<file path="config.mk">
export PLATFORM = sky130hd
export DESIGN_NAME = fetch_queue
export DESIGN_NICKNAME = d
export VERILOG_FILES = /design/src/rtl/fetch_queue_pkg.sv /design/src/rtl/fetch_queue.sv
export SDC_FILE = /design/constraint.sdc
export NUM_CORES = 1
export LEC_CHECK = 0
export BUFFER_PORTS_ARGS = -buffer_cell sky130_fd_sc_hd__buf_2
export CAP_MARGIN = 20
export CORE_ASPECT_RATIO = 1.25
export CORE_MARGIN = 5
export CORE_UTILIZATION = 53
export CTS_BUF_LIST = sky130_fd_sc_hd__clkbuf_4
export DETAILED_ROUTE_END_ITERATION = 16
export MAX_ROUTING_LAYER = met4
export PLACE_DENSITY = 0.82
export SYNTH_ARGS = -nofsm -noshare
export SYNTH_HDL_FRONTEND = slang
export SYNTH_SLANG_ARGS = --single-unit
export TNS_END_PERCENT = 30
</file>
<file path="constraint.sdc">
create_clock -name clk -period 2.78 [get_ports clk]
set_input_delay 0.139 -clock clk [delete_from_list [all_inputs] [get_ports clk]]
set_output_delay 0.139 -clock clk [all_outputs]
set_load 0.01 [all_outputs]
</file>
<file path="src/rtl/fetch_queue_pkg.sv">
// Shared fetch-queue constants: datapath width, default depth and the NOP encoding.
package fetch_queue_pkg;
  localparam int          FQ_WIDTH = 32;
  localparam int          FQ_DEPTH = 4;
  localparam logic [31:0] FQ_NOP   = 32'h0000_0000;
endpackage

</file>
<file path="src/rtl/fetch_queue.sv">
// Fetch-to-decode instruction queue. This is a circular buffer of {pc, instr} pairs,
// and every output comes from registered state only.
module fetch_queue
  import fetch_queue_pkg::*;
#(
  parameter int WIDTH = FQ_WIDTH,
  parameter int DEPTH = FQ_DEPTH
) (
  input  logic                     clk,
  input  logic                     rst,
  input  logic                     flush,
  input  logic                     fetch_valid,
  input  logic [WIDTH-1:0]         pc_in,
  input  logic [WIDTH-1:0]         instr_in,
  output logic                     fetch_ready,
  input  logic                     id_ready,
  output logic                     id_valid,
  output logic [WIDTH-1:0]         id_pc,
  output logic [WIDTH-1:0]         id_pc_plus4,
  output logic [WIDTH-1:0]         id_instr,
  output logic [$clog2(DEPTH):0]   count
);
  localparam int AW = $clog2(DEPTH);
  localparam int CW = AW + 1;

  logic [WIDTH-1:0] pc_mem    [DEPTH];
  logic [WIDTH-1:0] instr_mem [DEPTH];
  logic [AW-1:0]    wr_ptr, rd_ptr;
  logic [CW-1:0]    cnt_q;
  logic             push, pop;

  // Ready does not look at id_ready, so a full queue never passes an entry straight through.
  assign fetch_ready = (cnt_q != CW'(DEPTH));
  assign id_valid    = (cnt_q != '0);
  assign push        = fetch_valid && fetch_ready && !flush;
  assign pop         = id_valid && id_ready && !flush;
  assign count       = cnt_q;

  assign id_pc       = id_valid ? pc_mem[rd_ptr] : '0;
  assign id_instr    = id_valid ? instr_mem[rd_ptr] : WIDTH'(FQ_NOP);
  assign id_pc_plus4 = id_pc + WIDTH'(4);

  // Pointers wrap without help because DEPTH is a power of two.
  always_ff @(posedge clk or negedge rst) begin
    if (!rst) begin
      wr_ptr <= '0;
      rd_ptr <= '0;
      cnt_q  <= '0;
    end else if (flush) begin
      wr_ptr <= '0;
      rd_ptr <= '0;
      cnt_q  <= '0;
    end else begin
      if (push) wr_ptr <= wr_ptr + AW'(1);
      if (pop)  rd_ptr <= rd_ptr + AW'(1);
      case ({push, pop})
        2'b10:   cnt_q <= cnt_q + CW'(1);
        2'b01:   cnt_q <= cnt_q - CW'(1);
        default: cnt_q <= cnt_q;
      endcase
    end
  end

  // Storage is not reset. Only the pointers and the count decide which entries are valid.
  always_ff @(posedge clk) begin
    if (push) begin
      pc_mem[wr_ptr]    <= pc_in;
      instr_mem[wr_ptr] <= instr_in;
    end
  end
endmodule

</file>
==> run_results.csv <==
group,metric,value,unit
final_layout,n_fill_cell,1267,
cts,numCtsBuffers,59,
yosys,synth_top_area_cell,"edfxtp_1",
timing,rsz0062_at_grt,"yes",
worst_setup_path,crit_fanout,8,
yosys,yosysWarnings,0,
worst_setup_path,ff2ff_path_depth,4,
yosys,synth_ff_type,"edfxtp_1",
power,power_density,908,mW/mm²
yosys,ys_seq_area_share,71.9,%
global_routing,grt_usage,22.0,%
placement,routabilityCongestion,0.847,
global_routing,overflow,0,
yosys,synth_edf_count,256,
timing,post-route-period-util,118,%
worst_hold_path,hold_depth,2,
outcome,violations,"negative setup slack",
worst_setup_path,cp-start-kind,"flop",
worst_setup_path,timing.rr.start,"count[2]",
placement,port_buffers,169,
timing,hold_viol,0,
yosys,synth_top_area_share,70.3,%
route,drt_pre_antenna_iters,5,
floorplanning,fp.dieH,171,µm
cts,clk_latency,0.66,ns
cts,htree_levels,2,
worst_setup_path,reg2reg_setup_slack,0.38,ns
timing,relSlewSlack,30.6,%
timing,fmax,306,MHz
worst_hold_path,min_from,"instr_in[18]",
yosys,synth.distinct_cells,45,
cts,cts_buffer_depth,3,
cts,cts_sinks,263,
outcome,status,"finished with violations",
worst_setup_path,required,2.64,ns
yosys,netlist_area,0.0109,mm²
floorplanning,core-area,0.0202,mm²
cts,cts_tree,"yes",
cts,root_buffer,"clkbuf_4",
route,viasPerCell,5.52,
placement,dp_hpwl,14.9,mm
cts,cts.clk_slew.worst_paths,0.08,ns
final_layout,drive_gt1_share,43.7,%
floorplanning,io_pins,170,
route,vias,6744,
power,irDropWorstVdd,0.562,mV
floorplanning,die_w,139,µm
route,drc,0,
global_routing,grt_pass1_wl,39.7,mm
timing,fin_tns_setup,-7.82,ns
timing,finalSetupViolCount,26,
yosys,synth.most_common_cell,"edfxtp_1",
worst_hold_path,holdCritPathClass,"input pin to flop",
yosys,synth_commonest_cells,"edfxtp_1, and2_1, mux4_2",
final_layout,syn2layout_area_growth,29.4,%
timing,setup_ws,-0.492,ns
yosys,synth_seq_cells,263,
worst_hold_path,min_to,"instr_mem[3][18]",
worst_setup_path,arrival,3.13,ns
power,p_leak,5.27,nW
timing,timing.final.crit_period,3.27,ns
global_routing,grt_pass1_vias,7378,
global_routing,antenna_found_initial,5,
timing,clock_skew,0.0421,ns
placement,preCtsSetupSlack,-0.0187,ns
yosys,netlist_instances,590,
global_routing,grt_max_degree,65,
final_layout,finalNetCount,976,
floorplanning,initial_utilization,54.0,%
timing,finalMaxSlewViolations,0,
yosys,syn_nets,665,
floorplanning,fp-row-count,58,
timing,tightest_slew,1.04,ns
run,drv_cap,0,
worst_setup_path,critical_path_class,"flop to output port",
yosys,postSynthAreaPerCell,18.5,µm²
worst_setup_path,r2r_end,"pc_mem[3][30]",
yosys,yosys-top-cells-area,"edfxtp_1, mux4_2, and2_1",
worst_setup_path,end_kind,"output port",
route,drt_iter0_drc,483,
floorplanning,die_area,0.0236,mm²
yosys,async_flop_share,2.66,%
route,drt-total-wl,25.6,mm
route,post_drt_wl_per_cell,20.9,µm
route,antenna_left,0,
==> cell usage in the layout (no fill, tap or decap), types with 17 or more instances in the layout <==
cell           instances
and2_1                58
buf_2                169
buf_4                 26
clkbuf_4              82
clkinv_1              18
dlygate4sd3_1         69
edfxtp_1             256
mux4_2                61
nand2_1               23
nor2_1                17
xor2_1                17
==> where the power goes <==
group          switching [mW]  internal, mW
Sequential              0.127          4.65
Combinational            2.82          2.42
Clock                    1.47          1.37
==> metal layers <==
metal | track usage (%) | vias to the layer above | routed length [µm]
met2 | 37.2 | 343 | 13500
met3 | 5.06 | 60 | 1900
met4 | 8.04 | 0 | 612
li1 | - | 2984 | -
met5 | - | - | 0
met1 | 26.2 | 3357 | 9510
==> what timing repair did <==
action | 4_1_cts | 5_1_grt
cloned | 2 | 1
pin swaps | 12 | 11
hold endpoints to repair | 270 | 0
hold buffers | 69 | 0
gates resized for setup | 44 | 19
setup buffers | 4 | 6
endpoints found under the setup margin | 71 | 72
==> sequential cells by signal, summed over array words and instances, names as in the netlist <==
register / count
count: 3
instr_mem: 128
pc_mem: 128
rd_ptr: 2
wr_ptr: 2
==> final cells by class <==
class                   instances  area [µm²]  share of cell area, %
multi-input cells             284        3160                   22.3
clock inverters                25         101                  0.716
flip-flops and latches        263        7870                   55.6
inverters                      12        45.0                  0.318
well taps                     270         338                   2.39
clock buffers                  82         616                   4.35
repair buffers                281        2010                   14.2
diodes                          5        12.5                 0.0884
==> through the flow <==
step | util, % | instances | total power, mW | hold slack (ns) | cell area [µm²]
finish | 69.9 | 1222 | 12.9 | 0.227 | 14200
global route | 69.9 | 1222 | 13.5 | 0.176 | 14200
global placement | 60.6 | 1028 | 9.48 | -0.0197 | 12300
floorplan | - | 590 | 7.84 | -0.157 | 11100
CTS | 68.9 | 1210 | 12.8 | 0.153 | 14000
detailed placement | 60.6 | 1028 | 9.58 | -0.0172 | 12300
==> critical path, stage by stage, from the launching register on <==
cell and delay [ns]:
dfrtp_4 0.51, mux4_2 0.58, nor3b_4 0.21, or4b_4 0.52
buf_6 0.17, nor3_2 0.21, xor2_1 0.15, buf_2 0.14
==> how the worst max path moves through the flow <==
stage	start	endpoint	slack [ns]	cells past startpoint
after CTS	rd_ptr[0]	id_pc_plus4[31]	-0.59	9
final	rd_ptr[1]	id_pc_plus4[27]	-0.49	7
after global placement	rd_ptr[1]	id_pc_plus4[30]	0.02	10
after global routing	rd_ptr[0]	id_pc_plus4[30]	-0.65	11
after floorplan	count[2]	instr_mem[3][0]	-0.15	4
after detailed placement	rd_ptr[1]	id_pc_plus4[30]	-0.02	10
==> kinds of logic (layout without fill, tap and decap cells) <==
| logic type | Yosys count | after routing | share of synthesized area (%) |
|---|---|---|---|
| buf+inv | 43 | 400 | 2.02 |
| flops | 263 | 263 | 71.9 |
| simple gates | 163 | 163 | 8.30 |
| fa+ha+maj | 6 | 6 | 0.755 |
| xor+xnor | 32 | 32 | 2.56 |
| other cells | 0 | 5 | 0 |
| compound gates | 11 | 11 | 0.606 |
| mux | 72 | 72 | 13.9 |
No activity file was read; power rests on OpenSTA's default activity.
